`src/rtl/ras_retire_pkg.sv`:
```
// Shared return-address-stack definitions.
// Holds the default stack geometry, the RAS operation encoding that decode, the ROB and
// both stacks agree on, and the restore beat record carried towards the fetch RAS.
package ras_retire_pkg;

  localparam int unsigned RAS_SIZE  = 32;  // power of 2; head/rd_ptr wrap naturally
  localparam int unsigned RAS_IDX_W = $clog2(RAS_SIZE);
  localparam int unsigned XLEN      = 32;

  // Decode classifies JAL/JALR into these by whether rd/rs1 are link registers (x1/x5).
  typedef enum logic [1:0] {
    RAS_NONE    = 2'b00,
    RAS_PUSH    = 2'b01,
    RAS_POP     = 2'b10,
    RAS_POPPUSH = 2'b11
  } ras_op_e;

  typedef struct packed {
    logic                 valid;
    logic [RAS_IDX_W-1:0] idx;
    logic [XLEN-1:0]      rpc;
  } ras_restore_packet_t;

  function automatic logic is_link_reg(input logic [4:0] r);
    return (r == 5'd1) || (r == 5'd5);
  endfunction

endpackage

```
`src/rtl/ras_retire_if.sv`:
```
// Restore channel from the committed RAS to the fetch-stage speculative RAS.
// master (ras_retire): restore_valid/idx/rpc beats, restore_done pulse with head/count.
// slave (fetch RAS):   restore_ready back-pressure.
interface ras_retire_if #(
  parameter int unsigned RAS_SIZE = ras_retire_pkg::RAS_SIZE,
  parameter int unsigned XLEN     = ras_retire_pkg::XLEN
);

  localparam int unsigned IdxW = $clog2(RAS_SIZE);

  logic            restore_valid;
  logic            restore_ready;
  logic [IdxW-1:0] restore_idx;
  logic [XLEN-1:0] restore_rpc;
  logic            restore_done;
  logic [IdxW-1:0] restore_head;
  logic [IdxW:0]   restore_count;

  modport master (
    output restore_valid, restore_idx, restore_rpc, restore_done, restore_head,
           restore_count,
    input  restore_ready
  );

  modport slave (
    input  restore_valid, restore_idx, restore_rpc, restore_done, restore_head,
           restore_count,
    output restore_ready
  );

endinterface

```
`src/rtl/ras_retire_update.sv`:
```
// Combinational retire-side update of the committed RAS.
// Applies the retire slots in order (slot 0 oldest) as if one after another, giving the
// next head/count plus one write port per slot. When two slots write the same index the
// caller must let the higher slot win.
// Ports: head/count (current), retire_valid/op/rpc (per slot), head_next/count_next,
//        wr_en/wr_idx/wr_data (per slot).
module ras_retire_update #(
  parameter int unsigned WIDTH    = 2,
  parameter int unsigned RAS_SIZE = 32,
  parameter int unsigned XLEN     = 32,
  localparam int unsigned IdxW    = $clog2(RAS_SIZE)
) (
  input  logic [IdxW-1:0]             head,
  input  logic [IdxW:0]               count,
  input  logic [WIDTH-1:0]            retire_valid,
  input  logic [WIDTH-1:0][1:0]       retire_op,
  input  logic [WIDTH-1:0][XLEN-1:0]  retire_rpc,
  output logic [IdxW-1:0]             head_next,
  output logic [IdxW:0]               count_next,
  output logic [WIDTH-1:0]            wr_en,
  output logic [WIDTH-1:0][IdxW-1:0]  wr_idx,
  output logic [WIDTH-1:0][XLEN-1:0]  wr_data
);
  import ras_retire_pkg::*;

  localparam logic [IdxW:0] CountFull = RAS_SIZE[IdxW:0];

  logic [IdxW-1:0] h;
  logic [IdxW:0]   c;
  logic            do_push;

  always_comb begin
    h       = head;
    c       = count;
    wr_en   = '0;
    wr_idx  = '0;
    wr_data = retire_rpc;
    do_push = 1'b0;
    for (int s = 0; s < WIDTH; s++) begin
      do_push = 1'b0;
      if (retire_valid[s]) begin
        unique case (ras_op_e'(retire_op[s]))
          RAS_NONE: ;
          RAS_PUSH: do_push = 1'b1;
          RAS_POP: begin
            if (c != '0) begin
              h = h - 1'b1;
              c = c - 1'b1;
            end
          end
          RAS_POPPUSH: begin
            // Replace the top in place; on an empty stack it degenerates to a push.
            if (c != '0) begin
              wr_en[s]  = 1'b1;
              wr_idx[s] = h - 1'b1;
            end else begin
              do_push = 1'b1;
            end
          end
        endcase
      end
      if (do_push) begin
        // When full, head wraps onto the oldest entry and overwrites it.
        wr_en[s]  = 1'b1;
        wr_idx[s] = h;
        h         = h + 1'b1;
        if (c != CountFull) c = c + 1'b1;
      end
    end
    head_next  = h;
    count_next = c;
  end

endmodule

```
`src/rtl/ras_retire.sv`:
```
// Committed (architectural) return address stack.
// Updated from the ROB retire slots while idle. On rollback it replays its committed
// entries oldest-first to the fetch RAS over a valid/ready channel, then pulses
// restore_done with the committed head/count.
// Ports: clock, reset (sync, active-high); retire_valid/op/rpc per slot; rollback_en;
//        restore (ras_retire_if master); busy (fetch must stall its RAS while high).
module ras_retire #(
  parameter int unsigned WIDTH    = 2,
  parameter int unsigned RAS_SIZE = ras_retire_pkg::RAS_SIZE,
  parameter int unsigned XLEN     = ras_retire_pkg::XLEN
) (
  input  logic                       clock,
  input  logic                       reset,
  input  logic [WIDTH-1:0]           retire_valid,
  input  logic [WIDTH-1:0][1:0]      retire_op,
  input  logic [WIDTH-1:0][XLEN-1:0] retire_rpc,
  input  logic                       rollback_en,
  ras_retire_if.master               restore,
  output logic                       busy
);
  import ras_retire_pkg::*;

  localparam int unsigned IdxW = $clog2(RAS_SIZE);

  typedef enum logic [1:0] {StIdle, StRestore, StDone} state_e;

  state_e          state_q, state_d;
  logic [XLEN-1:0] stack_q [RAS_SIZE];
  logic [IdxW-1:0] head_q, head_d;
  logic [IdxW:0]   count_q, count_d;
  logic [IdxW-1:0] rd_ptr_q, rd_ptr_d;
  logic [IdxW:0]   remaining_q, remaining_d;

  logic [IdxW-1:0]             upd_head;
  logic [IdxW:0]               upd_count;
  logic [WIDTH-1:0]            upd_we;
  logic [WIDTH-1:0][IdxW-1:0]  upd_idx;
  logic [WIDTH-1:0][XLEN-1:0]  upd_data;
  logic [WIDTH-1:0]            stack_we;

  logic            restore_valid;
  logic            beat_fire;
  logic [IdxW-1:0] reload_head;
  logic [IdxW:0]   reload_count;

  ras_retire_update #(
    .WIDTH    (WIDTH),
    .RAS_SIZE (RAS_SIZE),
    .XLEN     (XLEN)
  ) u_update (
    .head         (head_q),
    .count        (count_q),
    .retire_valid (retire_valid),
    .retire_op    (retire_op),
    .retire_rpc   (retire_rpc),
    .head_next    (upd_head),
    .count_next   (upd_count),
    .wr_en        (upd_we),
    .wr_idx       (upd_idx),
    .wr_data      (upd_data)
  );

  assign restore_valid = (state_q == StRestore);
  assign beat_fire     = restore_valid && restore.restore_ready;

  // Idle rollbacks see this cycle's retirements; while busy retirements are ignored.
  assign reload_head  = (state_q == StIdle) ? upd_head  : head_q;
  assign reload_count = (state_q == StIdle) ? upd_count : count_q;

  always_comb begin
    state_d     = state_q;
    head_d      = head_q;
    count_d     = count_q;
    rd_ptr_d    = rd_ptr_q;
    remaining_d = remaining_q;
    stack_we    = '0;
    if (state_q == StIdle) begin
      head_d   = upd_head;
      count_d  = upd_count;
      stack_we = upd_we;
    end
    if (rollback_en) begin
      // Any rollback (including one mid-restore) starts again from the oldest entry.
      rd_ptr_d    = reload_head - reload_count[IdxW-1:0];
      remaining_d = reload_count;
      state_d     = (reload_count == '0) ? StDone : StRestore;
    end else begin
      unique case (state_q)
        StIdle: ;
        StRestore: begin
          if (beat_fire) begin
            rd_ptr_d    = rd_ptr_q + 1'b1;
            remaining_d = remaining_q - 1'b1;
            if (remaining_q == (IdxW+1)'(1)) state_d = StDone;
          end
        end
        StDone:  state_d = StIdle;
        default: state_d = StIdle;
      endcase
    end
  end

  always_ff @(posedge clock) begin
    if (reset) begin
      state_q     <= StIdle;
      head_q      <= '0;
      count_q     <= '0;
      rd_ptr_q    <= '0;
      remaining_q <= '0;
    end else begin
      state_q     <= state_d;
      head_q      <= head_d;
      count_q     <= count_d;
      rd_ptr_q    <= rd_ptr_d;
      remaining_q <= remaining_d;
    end
  end

  // Slots are written in ascending order so the younger slot wins on a shared index.
  always_ff @(posedge clock) begin
    if (reset) begin
      for (int i = 0; i < RAS_SIZE; i++) stack_q[i] <= '0;
    end else begin
      for (int s = 0; s < WIDTH; s++) begin
        if (stack_we[s]) stack_q[upd_idx[s]] <= upd_data[s];
      end
    end
  end

  always_comb begin
    restore.restore_valid = restore_valid;
    restore.restore_idx   = restore_valid ? rd_ptr_q : '0;
    restore.restore_rpc   = restore_valid ? stack_q[rd_ptr_q] : '0;
    restore.restore_done  = (state_q == StDone);
    restore.restore_head  = (state_q == StDone) ? head_q : '0;
    restore.restore_count = (state_q == StDone) ? count_q : '0;
    busy                  = (state_q != StIdle);
  end

endmodule

```
`src/flat_wrapper.sv`:
```
// flat-port wrapper written by rule: the top's interface ports become plain ports
module ras_retire_flat import ras_retire_pkg::*;
#(
  parameter int unsigned WIDTH    = 2,
  parameter int unsigned RAS_SIZE = ras_retire_pkg::RAS_SIZE,
  parameter int unsigned XLEN     = ras_retire_pkg::XLEN
)
  (clock, reset, retire_valid, retire_op, retire_rpc, rollback_en, busy, restore_restore_valid, restore_restore_idx, restore_restore_rpc, restore_restore_done, restore_restore_head, restore_restore_count, restore_restore_ready);
  ras_retire_if #(.RAS_SIZE(RAS_SIZE), .XLEN(XLEN)) restore_i ();
  input  logic clock;
  input  logic reset;
  input  logic [WIDTH-1:0] retire_valid;
  input  logic [WIDTH-1:0][1:0] retire_op;
  input  logic [WIDTH-1:0][XLEN-1:0] retire_rpc;
  input  logic rollback_en;
  output logic busy;
  output wire logic [$bits(restore_i.restore_valid)-1:0] restore_restore_valid;
  output wire logic [$bits(restore_i.restore_idx)-1:0] restore_restore_idx;
  output wire logic [$bits(restore_i.restore_rpc)-1:0] restore_restore_rpc;
  output wire logic [$bits(restore_i.restore_done)-1:0] restore_restore_done;
  output wire logic [$bits(restore_i.restore_head)-1:0] restore_restore_head;
  output wire logic [$bits(restore_i.restore_count)-1:0] restore_restore_count;
  input wire logic [$bits(restore_i.restore_ready)-1:0] restore_restore_ready;
  assign restore_restore_valid = restore_i.restore_valid;
  assign restore_restore_idx = restore_i.restore_idx;
  assign restore_restore_rpc = restore_i.restore_rpc;
  assign restore_restore_done = restore_i.restore_done;
  assign restore_restore_head = restore_i.restore_head;
  assign restore_restore_count = restore_i.restore_count;
  assign restore_i.restore_ready = restore_restore_ready;
  ras_retire #(.WIDTH(WIDTH), .RAS_SIZE(RAS_SIZE), .XLEN(XLEN)) u_core (.clock(clock), .reset(reset), .retire_valid(retire_valid), .retire_op(retire_op), .retire_rpc(retire_rpc), .rollback_en(rollback_en), .restore(restore_i), .busy(busy));
endmodule
```
`config.mk`:
```
export PLATFORM = sky130hd
export DESIGN_NAME = ras_retire_flat
export DESIGN_NICKNAME = d
export VERILOG_FILES = /design/src/rtl/ras_retire_pkg.sv /design/src/rtl/ras_retire_if.sv /design/src/rtl/ras_retire_update.sv /design/src/rtl/ras_retire.sv /design/src/flat_wrapper.sv
export SDC_FILE = /design/constraint.sdc
export NUM_CORES = 2
export LEC_CHECK = 0
export BUFFER_PORTS_ARGS = -buffer_cell sky130_fd_sc_hd__buf_2
export CAP_MARGIN = 20
export CORE_MARGIN = 3
export CORE_UTILIZATION = 45
export CTS_CLUSTER_SIZE = 28
export DETAILED_ROUTE_END_ITERATION = 8
export SLEW_MARGIN = 20
export SYNTH_ARGS = -nofsm -noshare
export SYNTH_HDL_FRONTEND = slang
export SYNTH_SLANG_ARGS = --single-unit
```
`constraint.sdc`:
```
create_clock -name clock -period 10.4 [get_ports clock]
set_clock_uncertainty 0.05 [all_clocks]
set_input_delay 0 -clock clock [delete_from_list [all_inputs] [get_ports clock]]
set_output_delay 0 -clock clock [all_outputs]
set_load 0.005 [all_outputs]
```
==> flow_summary.yaml <==
place:
  gp_congestion: 0.880
  place_hpwl_mm: 109
  io_buffers: 124
  dp.cells: 6905
synth:
  synth-edff-count: 1024
  ys_ff_latch: 1053
  seq_area_frac_synth_pct: 54.0
  yosysTopAreaCell: "edfxtp_1"
  synth_area_sq_um: 58000
  ys_warn_count: 0
  synthAdderAreaFrac_pct: 0.466
  syn_nets: 5776
  yosys-top-cells-area: "edfxtp_1 (53%), nand2_1 (14%), mux4_2 (12%)"
  netlist_instances: 5681
  synth_xor_xnor_area_share_pct: 0.499
  synth_mux_area_share_pct: 13.2
  synth-async-reset-ratio_pct: 0
  synth_top_family_by_area: "simple AND/OR/NAND/NOR gates"
  synthSimpleGateAreaFrac_pct: 16.5
  synth_top_area_share_pct: 53.0
  ys_types: 83
  ys.flop_type: "edfxtp_1"
  synth_compound_area_share_pct: 10.4
  syn_area_per_cell_sq_um: 10.2
routing:
  vias: 43300
  drc: 0
  dr.pass1.iters: 6
  routedWlPerCell_um: 26.2
  antenna_left: 0
  wl_mm: 189
  vias_per_cell: 6.00
  drt_iter0_drc: 5621
global_routing:
  grt_use_total_pct: 28.2
  grt_pass1_vias: 41300
  gr-total-overflow: 0
  grt_pass1_wl_mm: 278
  grt_max_degree: 101
  antenna_found_initial: 6
timing:
  rsz0062_at_grt: "false"
  tightest_slew_ps: 1190
  slew-limit-headroom_pct: 20.2
  finalCriticalPeriod_ps: 8080
  post-route-period-util_pct: 77.7
  tns_ps: 0
  hold_violations: 0
  setup_violations: 0
  slew_violations: 0
  max_clock_freq_mhz: 124
finish:
  fillers: 11000
  area_growth_pct: 9.88
  layout-drive-gt1-share_pct: 14.7
  fin_nets: 5545
  fin_cells: 7216
power:
  p_int_mw: 8.75
  combPwrFrac_pct: 28.2
  switching_share_pct: 32.5
  power.switching_mw: 4.21
  powerDensity_nw_per_um2: 203
  p_leak_nw: 20.1
  power.share.clock_pct: 32.0
  p_seq_share_pct: 39.9
  irDropWorstVdd_v: 0.000205
clock_network:
  clock_path_buffers: 3
  htree_num_levels: 3
  root_buffer: "clkbuf_16"
  clock_sinks: 1053
  clk_pin_slew_ps: 60
  post_cts_buffers: 0
  cts_made_buffers: 113
  cts_tree: "built"
  insertion_delay_ps: 700
  cts_resized: 0
worst_setup_path:
  worstPathArrival_ps: 8640
  worst_path_largest_cell_delay_ps: 720
  critical_path.endpoint_type: "flip-flop"
  cpMostUsedCell: "inv_1"
  cp.buffers_inverters: 5
  critPathKind: "reg2reg"
  critPathLaunchType: "flip-flop"
  cp.required_ps: 10960
  path_max_fanout: 13
  crit_family: "compound AO/OA/AOI/OAI gates"
  crit_path_top_delay_cell: "a2111oi_0"
floorplan:
  die_h_um: 365
  fp.dieW_um: 365
  design.core.area_sq_um: 128000
  initial_core_util_pct: 45.4
  placementRows: 131
  dieArea_sq_um: 133000
  io_pins: 125
run_status:
  status: "finished clean"
hold_path:
  hp-class: "in2reg"
flow_run:
  drv_cap: 0
## logic make-up after synthesis
family                   Yosys count
AND/OR/NAND/NOR                 2410
AO/OA/AOI/OAI                   1149
flip-flops                      1053
buffers and inverters            653
multiplexers                     362
XOR/XNOR                          33
adder cells (fa/ha/maj)           21
## worst paths after layout
check	startpoint	end	slack, ps	cells past startpoint
worst max-delay path	u_core.count_q[1]$_SDFF_PP0_	flip-flop	2320	33
worst min-delay path	retire_rpc[1]	u_core.stack_q[22][1]$_DFFE_PP_	40	3
worst max register to register	u_core.count_q[1]$_SDFF_PP0_	flip-flop	2320	33
worst min register to register	u_core.remaining_q[5]$_SDFFE_PP0P_	u_core.remaining_q[5]$_SDFFE_PP0P_	570	3
## cells in the mapped netlist, types with 31 or more instances
master    number
nand2_1     2095
edfxtp_1    1024
o21ai_0      896
clkbuf_1     415
mux4_2       320
o21ai_1      143
buf_2        134
nor2_1       131
mux2i_1       39
buf_4         36
or3_1         35
buf_1         31
## sequential cells by signal, summed over array words and instances, names as in the netlist, named ones only
name                cells
u_core.head_q           5
u_core.remaining_q      6
u_core.rd_ptr_q         5
u_core.state_q          2
u_core.stack_q       1024
u_core.count_q          6
## cells in the final DEF (no fill, tap or decap), types with 8 or more instances in the layout
| master | netlist | routed |
|---|---|---|
| mux4_2 | 320 | 320 |
| bufinv_16 | 0 | 13 |
| o211ai_1 | 8 | 8 |
| edfxtp_1 | 1024 | 1024 |
| clkbuf_16 | 0 | 116 |
| nor2_1 | 131 | 83 |
| nor2_4 | 0 | 48 |
| mux2i_1 | 39 | 39 |
| clkinv_1 | 0 | 18 |
| a21oi_1 | 16 | 16 |
| nor2b_1 | 8 | 8 |
| dfxtp_1 | 29 | 24 |
| xnor2_1 | 22 | 22 |
| nand2_1 | 2095 | 2095 |
| or3_2 | 0 | 32 |
| ha_1 | 20 | 20 |
| clkbuf_1 | 415 | 18 |
| xor2_1 | 11 | 11 |
| nand4_1 | 8 | 8 |
| clkinv_2 | 0 | 35 |
| nand3_1 | 10 | 10 |
| dlygate4sd3_1 | 0 | 91 |
| a211oi_1 | 15 | 15 |
| nor3_2 | 7 | 9 |
| buf_4 | 36 | 66 |
| and2_1 | 24 | 24 |
| o21ai_1 | 143 | 143 |
| nor3_1 | 30 | 21 |
| nor4_1 | 16 | 16 |
| inv_1 | 23 | 23 |
| o21ai_0 | 896 | 896 |
| buf_2 | 134 | 124 |
## final cells by class
type                       instances  area (sq um)  share of cell area (%)
clock buffer                     135          2980                    4.68
sequential                      1053         31300                    49.2
multi-input combinational       3975         24300                    38.2
tap                             1662          2080                    3.26
clock inverter                    80           786                    1.23
inverter                          23          86.3                   0.136
timing repair buffer             284          2090                    3.29
antenna                            4          10.0                  0.0157
## power by group through the flow
stage	clock [mW]	combinational [mW]	sequential [mW]
after global placement	0	3.56	5.25
after floorplan	0	2.44	5.08
final	4.14	3.65	5.17
after global routing	4.34	3.85	5.20
after CTS	4.18	3.61	5.17
after detailed placement	0	3.58	5.25
## what timing repair did
item,4_1_cts,5_1_grt
hold endpoints to repair,814,0
endpoints found under the setup margin,0,0
hold buffers,91,0
## layer usage
layer | share of wire [%] | GRT usage, %
met1 | 40 | 39.2
met2 | 46 | 44.3
met3 | 10 | 5.08
met4 | 4.0 | 11.1
met5 | 0.013 | 0
## per-stage QoR
step / util [%] / cell area, sq um / power [mW] / worst slack, ps / hold WS (ps)
finish: 49.9 / 63700 / 13.0 / 2320 / 39.3
global placement: 46.2 / 59000 / 8.80 / 2560 / 444
CTS: 49.9 / 63700 / 13.0 / 2460 / 0.0993
floorplan: - / 58000 / 7.52 / 3640 / 137
global route: 49.9 / 63700 / 13.4 / 1580 / 30.8
detailed placement: 46.2 / 59000 / 8.83 / 2530 / 440
## worst reg2reg max path: cells and delay by family (launching register included)
| kind | cells | cell delay (ps) |
|---|---|---|
| buffers and inverters | 5 | 520 |
| AO/OA/AOI/OAI | 14 | 3430 |
| adder cells (fa/ha/maj) | 5 | 1210 |
| flip-flops | 1 | 440 |
| XOR/XNOR | 2 | 530 |
| AND/OR/NAND/NOR | 7 | 1830 |
No activity file was read; power rests on OpenSTA's default activity.
